==> config.mk <==
export PLATFORM = sky130hd
export DESIGN_NAME = serial_adder
export DESIGN_NICKNAME = d
export VERILOG_FILES = /design/src/rtl/serial_adder_pkg.sv /design/src/rtl/serial_adder_fa_bit.sv /design/src/rtl/serial_adder.sv
export SDC_FILE = /design/constraint.sdc
export NUM_CORES = 1
export LEC_CHECK = 0
export ABC_AREA = 1
export BUFFER_PORTS_ARGS = -buffer_cell sky130_fd_sc_hd__buf_2
export CAP_MARGIN = 10
export CORE_UTILIZATION = 35
export DETAILED_ROUTE_END_ITERATION = 16
export GPL_ROUTABILITY_DRIVEN = 0
export SETUP_SLACK_MARGIN = 0.05
export SYNTH_ARGS = -nofsm -noshare
export SYNTH_HDL_FRONTEND = slang
export SYNTH_HIERARCHICAL = 1
export SYNTH_SLANG_ARGS = --single-unit
==> constraint.sdc <==
create_clock -name clk -period 1.55 [get_ports clk]
set_input_delay 0.155 -clock clk [delete_from_list [all_inputs] [get_ports clk]]
set_output_delay 0.155 -clock clk [all_outputs]
set_load 0.05 [all_outputs]
==> src/rtl/serial_adder_pkg.sv <==
// Shared types and helpers for the bit-serial adder.
package serial_adder_pkg;

   typedef enum logic [1:0] {
      ST_IDLE  = 2'd0,
      ST_SHIFT = 2'd1,
      ST_DONE  = 2'd2
   } state_t;

   // Width of the bit counter for a WIDTH-bit operation
   function automatic int cnt_w(input int width);
      return (width < 2) ? 1 : $clog2(width);
   endfunction

endpackage

==> src/rtl/serial_adder_fa_bit.sv <==
// Combinational full-adder cell: two half-adder stages plus the carry OR.
module half_adder (
   input  logic x,
   input  logic y,
   output logic s,
   output logic c
);
   assign s = x ^ y;
   assign c = x & y;
endmodule

module fa_bit (
   input  logic x,
   input  logic y,
   input  logic ci,
   output logic s,
   output logic co
);
   logic s1, c1, c2;

   half_adder u_ha0 (.x(x),  .y(y),  .s(s1), .c(c1));
   half_adder u_ha1 (.x(s1), .y(ci), .s(s),  .c(c2));

   assign co = c1 | c2;
endmodule

==> src/rtl/serial_adder.sv <==
// Bit-serial WIDTH-bit adder with start/done handshake, one bit per clock.
// Define SERIAL_ADDER_OVERFLOW_EN to build the signed-overflow flag register.
module serial_adder
   import serial_adder_pkg::*;
#(
   parameter int WIDTH = 8
) (
   input  logic             clk,
   input  logic             rst_n,
   input  logic             start,
   input  logic [WIDTH-1:0] a,
   input  logic [WIDTH-1:0] b,
   input  logic             cin,
   output logic             busy,
   output logic             done,
   output logic [WIDTH-1:0] sum,
   output logic             cout,
   output logic             ovf
);
   localparam int CW = cnt_w(WIDTH);

   state_t           state, state_nxt;
   logic [WIDTH-1:0] a_sr, b_sr, res_sr;
   logic             carry;
   logic [CW-1:0]    count;
   logic             fa_s, fa_co;
   logic             accept, last;

   fa_bit u_fa (.x(a_sr[0]), .y(b_sr[0]), .ci(carry), .s(fa_s), .co(fa_co));

   always_comb begin
      state_nxt = state;
      accept    = 1'b0;
      last      = 1'b0;
      case (state)
         ST_IDLE: if (start) begin
            accept    = 1'b1;
            state_nxt = ST_SHIFT;
         end
         ST_SHIFT: if (count == CW'(WIDTH-1)) begin
            last      = 1'b1;
            state_nxt = ST_DONE;
         end
         ST_DONE: begin
            accept    = start;
            state_nxt = start ? ST_SHIFT : ST_IDLE;
         end
         default: state_nxt = ST_IDLE;
      endcase
   end

   always_ff @(posedge clk or negedge rst_n) begin
      if (!rst_n) state <= ST_IDLE;
      else        state <= state_nxt;
   end

   assign busy = (state == ST_SHIFT);
   assign done = (state == ST_DONE);

   always_ff @(posedge clk or negedge rst_n) begin
      if (!rst_n) begin
         a_sr   <= '0;
         b_sr   <= '0;
         res_sr <= '0;
         carry  <= 1'b0;
         count  <= '0;
         sum    <= '0;
         cout   <= 1'b0;
      end else if (accept) begin
         a_sr  <= a;
         b_sr  <= b;
         carry <= cin;
         count <= '0;
      end else if (state == ST_SHIFT) begin
         a_sr   <= a_sr >> 1;
         b_sr   <= b_sr >> 1;
         res_sr <= {fa_s, res_sr[WIDTH-1:1]};
         carry  <= fa_co;
         count  <= count + 1'b1;
         // Outputs only move on the final bit so sum stays stable through SHIFT
         if (last) begin
            sum  <= {fa_s, res_sr[WIDTH-1:1]};
            cout <= fa_co;
         end
      end
   end

`ifdef SERIAL_ADDER_OVERFLOW_EN
   logic ovf_q;

   // On the last bit, carry holds the carry into the MSB
   always_ff @(posedge clk or negedge rst_n) begin
      if (!rst_n)    ovf_q <= 1'b0;
      else if (last) ovf_q <= carry ^ fa_co;
   end

   assign ovf = ovf_q;
`else
   assign ovf = 1'b0;
`endif

endmodule

### Word level (Yosys, flattened, before mapping)

Index checks and enable logic that the tools add are counted.

* input bits: 20
* logic and storage cells: 41
* register bits after elaboration: 39

* muxes and demuxes: 16
* bitwise gates (word level): 6
* reductions and logical operators: 5
* add/subtract/negate cells: 1
* equality and inequality tests: 5

Operators by type and width (count)
* $mux 8: 4
* $mux 1: 6
* $mux 3: 2
* $pmux 2 s3: 1
* $mux 2: 2
* $reduce_and 2->1: 2
* $add 3x1->3 const B: 1
* $eq 3x3->1 const B: 1
* $reduce_and 3->1: 1
* $and 1x1->1: 2
* $eq 2x1->1 const B: 1
* $eq 2x2->1 const B: 1
* $logic_not 2->1: 1
* $ne 2x1->1 const B: 1
* $ne 2x2->1 const B: 1
* $pmux 1 s2: 1
* $reduce_bool 2->1: 1
* $xor 1x1->1: 2
* $not 1->1: 1
* $or 1x1->1: 1

### Longest topological paths before layout

Gate-level depths: netlist of the first run.

* word-level depth: 5
* mapped depth: 7
* gate-level depth less buffers: 6

### Cells and area by module

The synthesis of the first run kept the hierarchy.

By module, submodules not included
* serial_adder: times used 1, area each 1721.7 µm², cells each 216
* half_adder: times used 2, area each 12.5 µm², cells each 1
* fa_bit: times used 1, area each 11.3 µm², cells each 3

### Least setup slack after synthesis of the first run

OpenSTA, ideal clock, no wires.

* kind: register -> output
* start point: register state[1]
* end point: output done
* cell stages (with the launch flop): 4
* arrival: 1261 ps
* slack: 134 ps
* path buffers: 1
* data required time: 1395 ps
* path through: dfrtp_1 > inv_1 > clkbuf_1 > nor2_1

* word-level cells in the longest chain between the ends: 1

RTL lines
* start, declared: line serial_adder.sv:22 `state_t state, state_nxt;`
* start signal, assigned: line serial_adder.sv:54 `else state <= state_nxt;`
* $eq 2x2->1: line serial_adder.sv:58 `assign done = (state == ST_DONE);`
* end, declared: line serial_adder.sv:15 `output logic done,`

No other way between the ends.

### Worst setup path in the final report of the first run

* start point: register state[1]
* end point: output busy

* word-level cells in the longest chain between the ends: 1

RTL lines
* $eq 2x1->1: line serial_adder.sv:57 `assign busy = (state == ST_SHIFT);`
* end, declared: line serial_adder.sv:14 `output logic busy,`

No other way between the ends.

==> results of run 1 <==
[power by group through the flow]
stage	clock [mW]	sequential [mW]	combinational [mW]
4_1_cts	0.717	1.70	2.20
2_1_floorplan	0	2.02	1.28
3_3_place_gp	0	1.71	2.16
3_5_place_dp	0	1.71	2.19
5_1_grt	0.761	1.75	2.54
6_report	0.694	1.70	2.19
[path summary, 6_finish.rpt]
check	to	slack (ns)	startpoint	cells after the start
setup / recovery	busy	0.09	state[1]$_DFFE_PN0P_	2
hold / removal	a_sr[7]$_DFFE_PN0P_	0.06	a[7]	3
setup reg to reg	sum[1]$_DFFE_PN0P_	0.24	count[0]$_DFFE_PN0P_	5
hold reg to reg	sum[4]$_DFFE_PN0P_	0.47	sum[4]$_DFFE_PN0P_	2
max in group asynchronous	carry$_DFFE_PN0P_	1.01	rst_n	3
min in group asynchronous	sum[5]$_DFFE_PN0P_	0.36	rst_n	3
[cell families (layout without fill, tap and decap cells)]
group / after synthesis / in the layout / share of synthesized area [%]
simple gates: 141 / 141 / 33.7
buf+inv: 30 / 68 / 7.12
flops: 38 / 38 / 54.1
compound gates: 7 / 7 / 1.99
other cells: 1 / 1 / 0.213
fa+ha+maj: 4 / 4 / 2.85
[flip-flops by register name, indices dropped and copies added (netlist names)]
register	cells
a_sr	8
b_sr	8
sum	8
res_sr	7
count	3
state	2
carry	1
cout	1
[per-stage QoR]
stage	cell area (µm²)	cells	power (mW)	setup WS (ns)	util, %
global route	2130	326	5.05	0.00931	44.6
finish	2130	326	4.58	0.0910	44.6
floorplan	1760	221	3.31	0.134	-
detailed placement	2030	317	3.90	0.164	42.3
CTS	2130	326	4.62	0.0675	44.4
global placement	2030	317	3.87	0.191	42.3
[final cells by class]
type	count	area (µm²)	share of cell area, %
multi-input cells	153	687	32.2
well taps	67	83.8	3.93
repair buffers	41	250	11.7
inverters	19	71.3	3.34
flip-flops and latches	38	951	44.5
clock buffers	7	86.3	4.04
clock inverters	1	5.00	0.234
[metal layers]
| layer | part of all wire (%) | routed length, µm | GRT usage (%) | vias to the layer above |
|---|---|---|---|---|
| met5 | 0 | 0 | 0 | - |
| met4 | 1.8 | 63 | 7.19 | 0 |
| met3 | 4.0 | 141 | 4.70 | 7 |
| met2 | 46 | 1600 | 25.5 | 33 |
| met1 | 48 | 1700 | 20.8 | 644 |
| li1 | - | - | - | 754 |
[worst reg2reg max path, delay by kind of cell, from the launching register on]
family / cells / cell delay, ns
adder cells (fa/ha/maj): 2 / 0.43
AND/OR/NAND/NOR: 3 / 0.42
flip-flops: 1 / 0.40
[synthesized netlist by cell type, drive strengths merged]
cell type / instances
nand2: 91
dfrtp: 38
nand3: 27
inv: 19
nor2: 17
buf: 8
nand3b: 6
o21ai: 6
ha: 4
clkbuf: 3
a21oi: 1
conb: 1
[repair_timing]
action | in CTS | in global routing
setup endpoints to repair | 0 | 9
hold buffers | 1 | 0
endpoints found under the hold margin | 38 | 0
resized for setup | 0 | 3
==> impl_metrics.py, run 1 <==
metrics = {
    "global_routing": {
        "grt_overflow_total": 0,
        "grt_max_degree": 39,
        "grt_usage_pct": 16.2,
        "antenna_found_initial": 0,
        "grt_pass1_vias": 1427,
        "grt_pass1_wl_um": 6420,
    },
    "route": {
        "detail-route-antenna-nets": 0,
        "vias": 1438,
        "drc": 0,
        "drt_first_pass_iters": 4,
        "viasPerCell": 4.41,
        "drt_iter0_drc": 125,
        "wire_per_inst_um": 10.8,
        "wl_um": 3510,
    },
    "power_and_ir_drop": {
        "switching_share_pct": 44.1,
        "p_switching_mw": 2.02,
        "combinationalPowerShare_pct": 47.8,
        "pwr-share-clk_pct": 15.2,
        "powerDensity_nw_per_um2": 2140,
        "leakage_nw": 1.19,
        "seqPwrFrac_pct": 37.1,
        "vdd_drop_max_uv": 734,
        "intPower_mw": 2.56,
    },
    "place": {
        "port_buffers": 30,
        "dp_hpwl_um": 2390,
    },
    "finish": {
        "final.fill_count": 507,
        "area_growth_pct": 21.4,
        "n_antenna_cell": 0,
        "nets": 282,
        "mostFrequentLayoutCells": "90 x nand2_1, 38 x dfrtp_1, 29 x buf_2",
        "layout_commonest_cell": "nand2_1",
        "drive_above_1_share_pct": 20.1,
    },
    "floorplan": {
        "dieArea_um2": 5310,
        "ios": 32,
        "fp.coreArea_um2": 4790,
        "die_y_um": 72.9,
        "chipWidth_um": 72.9,
        "fp-row-count": 25,
        "initial_core_util_pct": 36.7,
    },
    "clock_network": {
        "postCtsSetupBuffers": 0,
        "cts_buffers": 5,
        "clkTransAtPathRegs_ns": 0.07,
        "ctsHtreeMaxLevel": 2,
        "cts_tree": "built",
        "clock_latency_ns": 0.29,
        "cts.path.max_buffers": 2,
        "clockRootBuffer": "clkbuf_8",
        "cts.sinks": 38,
    },
    "sta": {
        "fin_skew_ns": 0.00710,
        "setup_violations": 0,
        "hold_viol": 0,
        "timing.setup.tns_ns": 0,
        "hold_ws_ns": 0.0638,
        "max_freq_mhz": 685,
        "period_share_pct": 94.1,
        "drv_slew": 0,
        "timing.final.crit_period_ns": 1.46,
        "rsz0062_at_grt": "true",
    },
    "setup_path": {
        "crit_buf_inv": 1,
        "crit_arrival_ns": 1.30,
        "path_cells": "nor2_2, clkbuf_4",
        "critPathKind": "reg -> out",
        "worst_path_max_delay_cell": "dfrtp_1",
        "critPathRequiredTime_ns": 1.39,
        "worst_setup_path_start_kind": "flop",
        "endpoint_kind": "output port",
        "cpPeakStageDelay_ns": 0.40,
        "crit_family": "flip-flops",
        "worstPathMaxFanout": 9,
    },
    "logic_synthesis": {
        "synth.area.top_cells": "dfrtp_1 54%, nand2_1 19%, nand3_1 7.7%",
        "synthCells": 221,
        "synth_top_area_cell": "dfrtp_1",
        "synth_fp_nets": 245,
        "synth-warning-count": 6,
        "ys_seq_area_share_pct": 54.1,
        "syn_avg_cell_area_um2": 7.95,
        "synth_top_area_share_pct": 54.1,
        "ys_ff_latch": 38,
        "syn_area_um2": 1760,
        "yosys.cell_types.count": 16,
    },
    "flow_run": {
        "cap_violations": 0,
    },
    "run_status": {
        "outcome": "finished, final reports clean",
    },
    "min_path": {
        "min_path_type": "in -> reg",
    },
}
No activity file was read; power rests on OpenSTA's default activity.
==> run 2, diff against run 1 <==
--- a/config.mk
+++ b/config.mk
@@ -9,6 +9,7 @@
 export BUFFER_PORTS_ARGS = -buffer_cell sky130_fd_sc_hd__buf_2
 export CAP_MARGIN = 10
 export CORE_UTILIZATION = 35
+export CTS_BUF_LIST = sky130_fd_sc_hd__clkbuf_8
 export DETAILED_ROUTE_END_ITERATION = 16
 export GPL_ROUTABILITY_DRIVEN = 0
 export SETUP_SLACK_MARGIN = 0.05
==> run 2 against run 1 <==
  * Core utilization stayed put
  * Clock-buffer cell count down 1
  * Sequential power about the same
  * Critical path type unchanged
  * Largest cell class unchanged
==> impl_metrics.py, run 2 (synthesis results as in run 1) <==
metrics = {
    "run_status": {
        "outcome": "finished, final reports clean",
    },
    "route": {
        "detail-route-antenna-nets": 0,
        "wire_per_inst_um": 10.8,
        "drt_first_pass_iters": 4,
        "viasPerCell": 4.40,
        "vias": 1434,
        "drc": 0,
        "drt_iter0_drc": 127,
        "wl_um": 3510,
    },
    "finish": {
        "finalInstanceArea_um2": 2130,
        "drive_above_1_share_pct": 20.1,
        "stdcell_count": 326,
        "n_antenna_cell": 0,
        "reg_top3": "a_sr x8, b_sr x8, sum x8",
        "final.fill_count": 507,
        "area_growth_pct": 21.4,
        "layout_commonest_cell": "nand2_1",
        "mostFrequentLayoutCells": "90 x nand2_1, 38 x dfrtp_1, 29 x buf_2",
        "nets": 282,
    },
    "place": {
        "dp_hpwl_um": 2390,
        "place_inst": 317,
        "port_buffers": 30,
        "post_dp_cell_area_um2": 2030,
        "dp_slack_ns": 0.164,
    },
    "global_routing": {
        "met1_usage_pct": 20.8,
        "grt_pass1_wl_um": 6420,
        "grt_pass1_vias": 1427,
        "grt_overflow_total": 0,
        "busiest_layer": "met2",
        "grt_max_degree": 39,
        "antenna_found_initial": 0,
        "use_met2_pct": 25.5,
        "grt_usage_pct": 16.2,
        "grt_util_met3_pct": 4.70,
    },
    "power_and_ir_drop": {
        "vdd_drop_max_uv": 737,
        "powerDensity_nw_per_um2": 2140,
        "leakage_nw": 1.20,
        "p_total_mw": 4.57,
    },
    "sta": {
        "final.setup.worst_slack_ns": 0.0901,
        "max_freq_mhz": 685,
        "period_share_pct": 94.2,
        "hold_viol": 0,
        "rsz0062_at_grt": "true",
        "setup_violations": 0,
        "fin_skew_ns": 0.00765,
        "drv_slew": 0,
        "timing.final.crit_period_ns": 1.46,
        "timing.setup.tns_ns": 0,
    },
    "floorplan": {
        "chipWidth_um": 72.9,
        "fp.coreArea_um2": 4790,
        "die_y_um": 72.9,
        "fp-row-count": 25,
        "ios": 32,
        "dieArea_um2": 5310,
        "initial_core_util_pct": 36.7,
    },
    "setup_path": {
        "critPathKind": "reg -> out",
        "crit_arrival_ns": 1.30,
        "reg2reg_slack_ns": 0.24,
        "endpoint_kind": "output port",
        "r2r_cells": 5,
        "reg2reg_from": "count[0]$_DFFE_PN0P_",
        "worstPathMaxFanout": 9,
        "startpoint": "state[1]$_DFFE_PN0P_",
        "worst_setup_path_start_kind": "flop",
        "critPathRequiredTime_ns": 1.39,
        "reg2reg_to": "sum[1]$_DFFE_PN0P_",
    },
    "clock_network": {
        "cts_buffers": 5,
        "cts.path.max_buffers": 2,
        "clockRootBuffer": "clkbuf_8",
        "cts.sinks": 38,
        "cts_tree": "built",
        "clkTransAtPathRegs_ns": 0.07,
        "ctsHtreeMaxLevel": 2,
        "clock_latency_ns": 0.29,
    },
    "min_path": {
        "holdPathStages": 3,
        "hp-start": "a[7]",
        "min_path_type": "in -> reg",
        "holdPathEnd": "a_sr[7]$_DFFE_PN0P_",
    },
    "flow_run": {
        "cap_violations": 0,
    },
}
run 2: changes by cell type in the layout (fill, tap and decap cells not counted):
cell	change
inv_1	+1
clkbuf_1	-1
run 2: worst max-delay path by stage:
stage	slack, ns	endpoint	cells after the start
global placement	0.19	cout$_DFFE_PN0P_	6
floorplan	0.13	done	3
detailed placement	0.16	cout$_DFFE_PN0P_	6
CTS	0.07	done	4
global route	0.009	busy	2
finish	0.09	busy	2
run 2: power by group:
part / switching [mW] / internal [mW] / leakage (nW)
logic: 1.45 / 0.739 / 0.672
registers: 0.237 / 1.46 / 0.471
clock network: 0.337 / 0.352 / 0.0524
total: 2.02 / 2.55 / 1.20
run 2: layout make-up:
type	count	area, µm²	share of cell area [%]
well taps	67	83.8	3.93
multi-input cells	153	687	32.2
clock inverters	2	8.76	0.410
clock buffers	6	82.6	3.87
inverters	19	71.3	3.34
repair buffers	41	250	11.7
flip-flops and latches	38	951	44.5
run 2: routing by layer:
metal	vias to the layer above	share of wire, %
li1	755	-
met1	644	49
met2	28	46
met3	7	3.7
met4	0	1.8
met5	-	0
run 2: stage by stage:
stage	hold WS, ns	util (%)
final	0.0630	44.6
after CTS	0.0577	44.4
after floorplan	-0.141	-
after detailed placement	0.139	42.3
after global placement	0.141	42.3
after global routing	0.0751	44.6
run 2: repair_timing:
action | 4_1_cts | 5_1_grt
hold endpoints to repair | 38 | 0
gates resized for setup | 0 | 3
setup endpoints to repair | 0 | 9
hold buffers | 1 | 0
buffers inserted | 0 | 0
run 2: critical path, cell delays in order, from the launching register on:
cell	delay (ns)
dfrtp_1	0.40
nor2_2	0.29
clkbuf_4	0.32
==> run 3, diff against run 2 <==
--- a/config.mk
+++ b/config.mk
@@ -12,6 +12,7 @@
 export CTS_BUF_LIST = sky130_fd_sc_hd__clkbuf_8
 export DETAILED_ROUTE_END_ITERATION = 16
 export GPL_ROUTABILITY_DRIVEN = 0
+export REMOVE_ABC_BUFFERS = 1
 export SETUP_SLACK_MARGIN = 0.05
 export SYNTH_ARGS = -nofsm -noshare
 export SYNTH_HDL_FRONTEND = slang
==> run 3 against run 2 <==
  * Critical path depth increased by 1
  * Die area unchanged
  * Combinational power about the same
  * Clock-buffer cell count decreased by 1
  * Total power decreased by 1.6%
  * Setup slack improved by 0.061 ns
  * Final cell count decreased by 0.61%
  * Sequential power about the same
  * Register-to-register slack got worse by 0.02 ns
  * Global-route usage decreased by 1.2 points
  * Clock power decreased by 9.9%
  * Clock skew decreased by 0.0023 ns
  * Critical endpoint unchanged
  * Largest power group unchanged
==> impl_metrics.py, run 3 (synthesis results as in run 1) <==
metrics = {
    "place": {
        "dp_hpwl_um": 2520,
        "port_buffers": 30,
        "place_inst": 316,
        "post_dp_cell_area_um2": 2020,
    },
    "route": {
        "vias": 1413,
        "wl_um": 3610,
        "drt_first_pass_iters": 4,
        "detail-route-antenna-nets": 0,
        "viasPerCell": 4.36,
        "wire_per_inst_um": 11.1,
        "drc": 0,
        "drt_iter0_drc": 92,
    },
    "clock_network": {
        "cts_tree": "built",
        "clock_latency_ns": 0.28,
        "ctsHtreeMaxLevel": 2,
        "cts.sinks": 38,
        "cts_buffers": 5,
        "clockRootBuffer": "clkbuf_8",
        "cts.path.max_buffers": 2,
        "clkTransAtPathRegs_ns": 0.07,
    },
    "setup_path": {
        "reg2reg_from": "count[0]$_DFFE_PN0P_",
        "startpoint": "state[0]$_DFFE_PN0P_",
        "path_cells": "inv_2, nor2_2, buf_4",
        "cpPeakStageDelay_ns": 0.41,
        "endpoint_kind": "output port",
        "crit_cells": 3,
        "crit_family": "flip-flops",
        "r2r_cells": 6,
        "critPathRequiredTime_ns": 1.39,
        "crit_buf_inv": 2,
        "worstPathMaxFanout": 8,
        "crit_arrival_ns": 1.24,
        "worst_path_max_delay_cell": "dfrtp_1",
        "worst_setup_path_start_kind": "flop",
        "critPathKind": "reg -> out",
    },
    "min_path": {
        "hp-start": "a[7]",
        "min_path_type": "in -> reg",
        "holdPathStages": 3,
    },
    "finish": {
        "layout_commonest_cell": "nand2_1",
        "finalInstanceArea_um2": 2110,
        "nets": 281,
        "area_growth_pct": 19.9,
        "stdcell_count": 324,
        "final_util_pct": 44.0,
        "n_antenna_cell": 0,
        "drive_above_1_share_pct": 18.7,
        "mostFrequentLayoutCells": "90 x nand2_1, 38 x dfrtp_1, 29 x buf_2",
        "reg_top3": "a_sr x8, b_sr x8, sum x8",
    },
    "sta": {
        "period_share_pct": 90.2,
        "drv_slew": 0,
        "setup_violations": 0,
        "timing.setup.tns_ns": 0,
        "max_freq_mhz": 715,
        "fin_skew_ns": 0.00532,
        "timing.final.crit_period_ns": 1.40,
        "rsz0062_at_grt": "false",
        "hold_viol": 0,
    },
    "power_and_ir_drop": {
        "powerDensity_nw_per_um2": 2140,
        "leakage_nw": 1.18,
        "vdd_drop_max_uv": 836,
        "p_total_mw": 4.50,
    },
    "global_routing": {
        "grt_usage_pct": 15.0,
        "antenna_found_initial": 0,
        "grt_max_degree": 25,
        "grt_pass1_wl_um": 6000,
        "grt_overflow_total": 0,
        "grt_pass1_vias": 1307,
    },
    "floorplan": {
        "fp-row-count": 25,
        "fp.coreArea_um2": 4790,
        "ios": 32,
        "initial_core_util_pct": 36.7,
        "dieArea_um2": 5310,
        "die_y_um": 72.9,
        "chipWidth_um": 72.9,
    },
    "flow_run": {
        "cap_violations": 0,
    },
    "run_status": {
        "outcome": "finished, final reports clean",
    },
}
## run 3: worst paths after layout
kind,end,slack [ns]
worst max register to register,sum[7]$_DFFE_PN0P_,0.22
min in group asynchronous,sum[0]$_DFFE_PN0P_,0.35
worst max-delay path,busy,0.15
worst min register to register,sum[4]$_DFFE_PN0P_,0.47
worst min-delay path,a_sr[7]$_DFFE_PN0P_,0.08
max in group asynchronous,a_sr[7]$_DFFE_PN0P_,0.73
## run 3: layout make-up
class	instances	area, µm²
timing repair buffer	40	243
multi-input combinational	153	682
inverter	19	71.3
clock buffer	5	68.8
sequential	38	951
clock inverter	2	7.51
tap	67	83.8
fill	521	2680
## run 3: power by group
part / internal [mW] / total (mW) / leakage [nW] / switching, mW
Combinational: 0.727 / 2.17 / 0.667 / 1.45
Clock: 0.297 / 0.621 / 0.0466 / 0.325
Sequential: 1.46 / 1.70 / 0.471 / 0.245
## run 3: through the flow
stage                     setup WS (ns)  hold WS, ns
after floorplan                  -0.541       -0.141
after global placement            0.265        0.134
after detailed placement          0.217        0.138
after global routing             0.0655       0.0825
final                             0.151       0.0830
after CTS                        0.0889       0.0749
## run 3: timing repair
| action | 4_1_cts | 5_1_grt |
|---|---|---|
| hold buffers | 1 | 0 |
| endpoints found under the setup margin | 0 | 1 |
| gates resized for setup | 0 | 2 |
| buffers inserted | 0 | 0 |
| hold endpoints to repair | 18 | 0 |
## run 3: worst reg2reg max path, stage by stage, from the launching register on
cell     delay [ns]
dfrtp_1        0.38
ha_1           0.16
ha_1           0.18
inv_1          0.06
nor2_2         0.33
nand2_1        0.10
nand2_1        0.08
## run 3: layer usage
layer	up-vias	track usage, %	wire [µm]
met5	-	0	0
met4	0	5.23	41
met3	4	3.87	111
met2	17	23.6	1720
met1	637	20.3	1730
li1	755	-	-
